==> src/rtl/gpio_seq_pkg.sv <==
// Shared types and helpers for the GPIO pattern sequencer.
// Commands are packed {delay, mask, oe, out}, so an entry is 3*N_GPIO + DELAY_W bits wide.
package gpio_seq_pkg;

  typedef enum logic {
    IDLE = 1'b0,
    HOLD = 1'b1
  } seq_state_t;

  localparam int N_GPIO_DEF  = 8;
  localparam int DEPTH_DEF   = 4;
  localparam int DELAY_W_DEF = 16;

  function automatic int entry_width(input int n_gpio, input int delay_w);
    return 3 * n_gpio + delay_w;
  endfunction

endpackage

==> src/rtl/gpio_seq_fifo.sv <==
// Synchronous FIFO with flush. A push becomes visible at the head one cycle after the push edge.
// Backpressure: full blocks push, empty blocks pop, and flush overrides both.
module gpio_seq_fifo #(
  parameter int WIDTH = 8,
  parameter int DEPTH = 4
) (
  input  logic                     clk,
  input  logic                     rst_n,
  input  logic                     push,
  input  logic [WIDTH-1:0]         push_dat,
  input  logic                     pop,
  input  logic                     flush,
  output logic [WIDTH-1:0]         pop_dat,
  output logic                     full,
  output logic                     empty,
  output logic [$clog2(DEPTH):0]   level
);

  localparam int AW = $clog2(DEPTH);

  logic [WIDTH-1:0] mem [DEPTH];
  logic [AW-1:0]    wr_ptr;
  logic [AW-1:0]    rd_ptr;
  logic             push_en;
  logic             pop_en;

  assign full    = (level == (AW+1)'(DEPTH));
  assign empty   = (level == '0);
  assign push_en = push && !full && !flush;
  assign pop_en  = pop && !empty && !flush;
  assign pop_dat = mem[rd_ptr];

  always_ff @(posedge clk) begin
    if (push_en) begin
      mem[wr_ptr] <= push_dat;
    end
  end

  // Pointers wrap naturally at DEPTH; the extra level bit separates full from empty.
  always_ff @(posedge clk or negedge rst_n) begin
    if (!rst_n) begin
      wr_ptr <= '0;
      rd_ptr <= '0;
      level  <= '0;
    end else if (flush) begin
      wr_ptr <= '0;
      rd_ptr <= '0;
      level  <= '0;
    end else begin
      if (push_en) begin
        wr_ptr <= wr_ptr + AW'(1);
      end
      if (pop_en) begin
        rd_ptr <= rd_ptr + AW'(1);
      end
      if (push_en && !pop_en) begin
        level <= level + (AW+1)'(1);
      end else if (pop_en && !push_en) begin
        level <= level - (AW+1)'(1);
      end
    end
  end

endmodule

==> src/rtl/gpio_seq.sv <==
// Timed GPIO sequencer: applies masked out/oe updates from a command FIFO, each held for delay+1 cycles.
// Latency: a command reaches seq_out one edge after its push edge; cmd_ready drops while full or aborting.
module gpio_seq
  import gpio_seq_pkg::*;
#(
  parameter int N_GPIO  = N_GPIO_DEF,
  parameter int DEPTH   = DEPTH_DEF,
  parameter int DELAY_W = DELAY_W_DEF
) (
  input  logic                     clk,
  input  logic                     rst_n,
  input  logic                     enable,
  input  logic                     abort,
  input  logic                     cmd_valid,
  output logic                     cmd_ready,
  input  logic [N_GPIO-1:0]        cmd_out,
  input  logic [N_GPIO-1:0]        cmd_oe,
  input  logic [N_GPIO-1:0]        cmd_mask,
  input  logic [DELAY_W-1:0]       cmd_delay,
  output logic [N_GPIO-1:0]        seq_out,
  output logic [N_GPIO-1:0]        seq_oe,
  output logic                     busy,
  output logic [$clog2(DEPTH):0]   level,
  output logic                     drained
);

  localparam int EW = entry_width(N_GPIO, DELAY_W);

  typedef struct packed {
    logic [DELAY_W-1:0] delay;
    logic [N_GPIO-1:0]  mask;
    logic [N_GPIO-1:0]  oe;
    logic [N_GPIO-1:0]  out;
  } cmd_t;

  cmd_t               push_dat;
  cmd_t               head;
  logic               fifo_full;
  logic               fifo_empty;
  logic               push_vld;
  logic               pop_ok;
  logic               pop_vld;
  seq_state_t         state;
  logic [DELAY_W-1:0] count;

  function automatic logic [N_GPIO-1:0] merge(input logic [N_GPIO-1:0] cur,
                                               input logic [N_GPIO-1:0] nxt,
                                               input logic [N_GPIO-1:0] msk);
    return (cur & ~msk) | (nxt & msk);
  endfunction

  assign push_dat  = '{delay: cmd_delay, mask: cmd_mask, oe: cmd_oe, out: cmd_out};
  assign cmd_ready = !fifo_full && !abort;
  assign push_vld  = cmd_valid && cmd_ready;
  assign pop_ok    = enable && !fifo_empty && !abort;
  // A new command is taken from IDLE, or back-to-back once the current hold has expired.
  assign pop_vld   = pop_ok && ((state == IDLE) || (count == '0));
  assign busy      = (state == HOLD);

  gpio_seq_fifo #(
    .WIDTH (EW),
    .DEPTH (DEPTH)
  ) u_fifo (
    .clk      (clk),
    .rst_n    (rst_n),
    .push     (push_vld),
    .push_dat (push_dat),
    .pop      (pop_vld),
    .flush    (abort),
    .pop_dat  (head),
    .full     (fifo_full),
    .empty    (fifo_empty),
    .level    (level)
  );

  always_ff @(posedge clk or negedge rst_n) begin
    if (!rst_n) begin
      state   <= IDLE;
      count   <= '0;
      seq_out <= '0;
      seq_oe  <= '0;
      drained <= 1'b0;
    end else begin
      drained <= 1'b0;
      if (abort) begin
        state <= IDLE;
        count <= '0;
      end else if (pop_vld) begin
        seq_out <= merge(seq_out, head.out, head.mask);
        seq_oe  <= merge(seq_oe, head.oe, head.mask);
        count   <= head.delay;
        state   <= HOLD;
      end else if (state == HOLD) begin
        if (count != '0) begin
          count <= count - DELAY_W'(1);
        end else begin
          state   <= IDLE;
          drained <= 1'b1;
        end
      end
    end
  end

endmodule

==> config.mk <==
export PLATFORM = sky130hd
export DESIGN_NAME = gpio_seq
export DESIGN_NICKNAME = d
export VERILOG_FILES = /design/src/rtl/gpio_seq_pkg.sv /design/src/rtl/gpio_seq_fifo.sv /design/src/rtl/gpio_seq.sv
export SDC_FILE = /design/constraint.sdc
export NUM_CORES = 1
export LEC_CHECK = 0
export ABC_AREA = 0
export CAP_MARGIN = 40
export CORE_MARGIN = 2
export CORE_UTILIZATION = 50
export DETAILED_ROUTE_END_ITERATION = 10
export DONT_BUFFER_PORTS = 1
export GPL_ROUTABILITY_DRIVEN = 0
export SLEW_MARGIN = 15
export SYNTH_ARGS = -nofsm -noshare
export SYNTH_HDL_FRONTEND = slang
export SYNTH_SLANG_ARGS = --single-unit
==> constraint.sdc <==
create_clock -name clk -period 6.7 [get_ports clk]
set_input_delay 0.335 -clock clk [delete_from_list [all_inputs] [get_ports clk]]
set_output_delay 0.335 -clock clk [all_outputs]
set_load 0.01 [all_outputs]
==> run_results.csv <==
group,metric,value,unit
flow_run,maxCapViolations,0,
setup_path,ff2ff_path_depth,11,
clock_network,cts_tree,"yes",
die,io_pins,67,
layout,areaGrowthSynthToFinish,17.9,%
clock_network,cts.htree.levels,1,
detailed_routing,dr.pass1.iters,5,
synth,synth_seq_cells,201,
setup_path,worstSetupEndpointType,"flip-flop",
global_routing,antenna_found_initial,0,
timing,setup_viol,0,
setup_path,worstReg2RegEnd,"u_fifo.level[2]",
status,outcome,"completed",
die,die_height,131,um
timing,fmax,283,MHz
synth,yosys.cell_types.count,53,
synth,syn_inst,435,
detailed_routing,num_vias,4139,
setup_path,cp-endpoint,"u_fifo.level[2]",
clock_network,cts-resized-gates,0,
layout,mostFrequentLayoutCell,"edfxtp_1",
layout,drive_gt1_frac,0.232,
min_path,min-delay-path-class,"in -> reg",
global_routing,overflow,0,
global_routing,grt_pass1_wl,23900,um
synth,synth-main-ff-cell,"edfxtp_1",
pwr,leakagePower,3.22,nW
layout,final_cell_mix,"edfxtp_1 (160), dlygate4sd3_1 (42), mux4_2 (40)",
layout,fillers,1182,
synth,synthesis.area,0.00805,sq mm
setup_path,required,7080,ps
detailed_routing,drc,0,
timing,period_needed,3540,ps
timing,tightest_slew,773,ps
setup_path,startpoint,"count[0]",
timing,finalHoldViolations,0,
setup_path,r2r_start,"count[0]",
setup_path,reg2reg_slack,3160,ps
place,dp.cells,640,
timing,setup_tns,0,ps
global_routing,grt_most_used_layer,"met2",
layout,num_antenna_cells,0,
pwr,ir_worst_vdd,0.239,mV
clock_network,cts_root_buf,"clkbuf_16",
synth,synth_top_cell_by_area,"edfxtp_1",
clock_network,numCtsBuffers,22,
global_routing,grt_use_met2,0.334,
die,start_util,0.509,
setup_path,crit_fanout,19,
clock_network,cts_sinks,201,
global_routing,met1_usage,0.232,
global_routing,grt_use_met3,0.0403,
die,dieWidth,131,um
timing,hold_slack,95.7,ps
clock_network,clock_path_buffers,3,
timing,post-route-period-util,0.528,
layout,nNetsFinal,544,
global_routing,grt_max_degree,42,
detailed_routing,wl_per_cell,21.0,um
synth,yosysTopAreaCellShare,0.597,
detailed_routing,drt_iter0_drc,304,
synth,syn-num-nets,487,
die,coreArea,0.0158,sq mm
global_routing,first_global_vias,4440,
place,place_hpwl,9030,um
timing,rsz0062_at_grt,"false",
synth,ys_warn_count,0,
clock_network,hold_buffers,43,
timing,slew_violations,0,
synth,yosysSeqAreaShare,0.724,
clock_network,clk-insertion-delay-late,500,ps
pwr,powerDensity,381,mW/mm^2
setup_path,startpoint_type,"flip-flop",
detailed_routing,via_per_inst,5.72,
synth,synth_area_leaders,"edfxtp_1 (60%), dfrtp_1 (13%), mux4_2 (11%), mux2_2 (2.5%), and2_1 (1.0%)",
clock_network,cts.clk_slew.worst_paths,60,ps
timing,slew_headroom,0.481,
synth,async_flop_share,0.204,
detailed_routing,wl,15200,um
layout,fin_cells,724,
setup_path,crit_arrival,3920,ps
synth,synth_edf_count,160,
pwr,power,3.61,mW
clock_network,post_cts_buffers,0,
timing,fin_skew,13.2,ps
min_path,hp-start,"abort",
place,port_buffers,0,
synth,avgSynthCellArea,18.5,sq um
global_routing,grt_usage,0.187,
setup_path,critPathKind,"reg -> reg",
die,core.rowCount,46,
detailed_routing,ant_nets,0,
die,dieArea,0.0171,sq mm
==> critical path, stage by stage (launching register included) <==
cell and delay [ps]:
dfrtp_1 420, inv_1 100, ha_1 150, or4b_1 490, or4_4 600, a21oi_4 550, nor3_1 140, fa_1 450
inv_1 110, nand2_1 60, a32oi_1 240, nand2_1 90
==> Yosys cell counts, types with 2 or more instances <==
cell      count
a21oi_4       2
o21ai_0       8
o31ai_1       2
o311ai_0      4
nand3_1      12
inv_1        12
nor2_1       14
edfxtp_1    160
o211ai_1      2
buf_6         2
a21oi_1       8
or3_1         3
or2_2         3
and2_1       13
mux2_2       18
nor3_1        4
xnor2_1       2
nor3b_1       2
nor4_1        5
buf_2         4
a31oi_1       6
ha_1          6
a32oi_1       4
mux2i_1       3
mux4_2       40
clkbuf_1     13
a311oi_1      2
dfrtp_1      41
nand2_1      10
or4_1         6
a211oi_1      2
==> area by class of cell <==
class	instances	area (sq um)	share of cell area
clock buffers	32	618	0.0651
inverters	13	48.8	0.00514
clock inverters	8	87.6	0.00923
well taps	216	270	0.0285
repair buffers	53	552	0.0581
multi-input cells	201	2080	0.219
flip-flops and latches	201	5830	0.614
==> kinds of logic (layout without fill, tap and decap cells) <==
| kind of cell | after synthesis | count (layout) | share of synthesized area |
|---|---|---|---|
| adders and majority gates | 7 | 7 | 0.0118 |
| and+or+nand+nor | 80 | 80 | 0.0553 |
| AOI/OAI and AO/OA | 51 | 51 | 0.0480 |
| muxes | 61 | 61 | 0.141 |
| buffers and inverters | 33 | 106 | 0.0179 |
| xor gates and xnor gates | 2 | 2 | 0.00218 |
| DFF | 201 | 201 | 0.724 |
==> metal layers <==
metal / wire length (um) / part of all wire
met3: 945 / 0.062
met1: 5900 / 0.39
met5: 0 / 0
met2: 8050 / 0.53
met4: 291 / 0.019
==> worst min-delay path by stage <==
stage,cells past startpoint,to
2_1_floorplan,0,async pin
3_3_place_gp,0,busy
3_5_place_dp,0,busy
4_1_cts,2,count[10]
5_1_grt,2,count[0]
6_report,2,count[10]
==> through the flow <==
step                      utilization  setup WS, ps  cell area [sq um]
after floorplan                     -          3720               8050
after global placement          0.523          3370               8270
final                           0.600          3160               9490
after global routing            0.600          2980               9490
after detailed placement        0.526          3250               8320
after CTS                       0.598          3200               9470
==> state kept, by name, indices dropped and copies added (netlist names), named ones only <==
| register | cells |
|---|---|
| busy | 1 |
| u_fifo.rd_ptr | 2 |
| u_fifo.level | 3 |
| drained | 1 |
| u_fifo.wr_ptr | 2 |
| u_fifo.mem | 160 |
| count | 16 |
==> power breakdown <==
| group | switching, mW | internal [mW] | total [mW] |
|---|---|---|---|
| registers | 0.147 | 1.50 | 1.64 |
| logic | 0.430 | 0.390 | 0.819 |
| clock network | 0.468 | 0.684 | 1.15 |
Power figures use the tool's default switching activity.
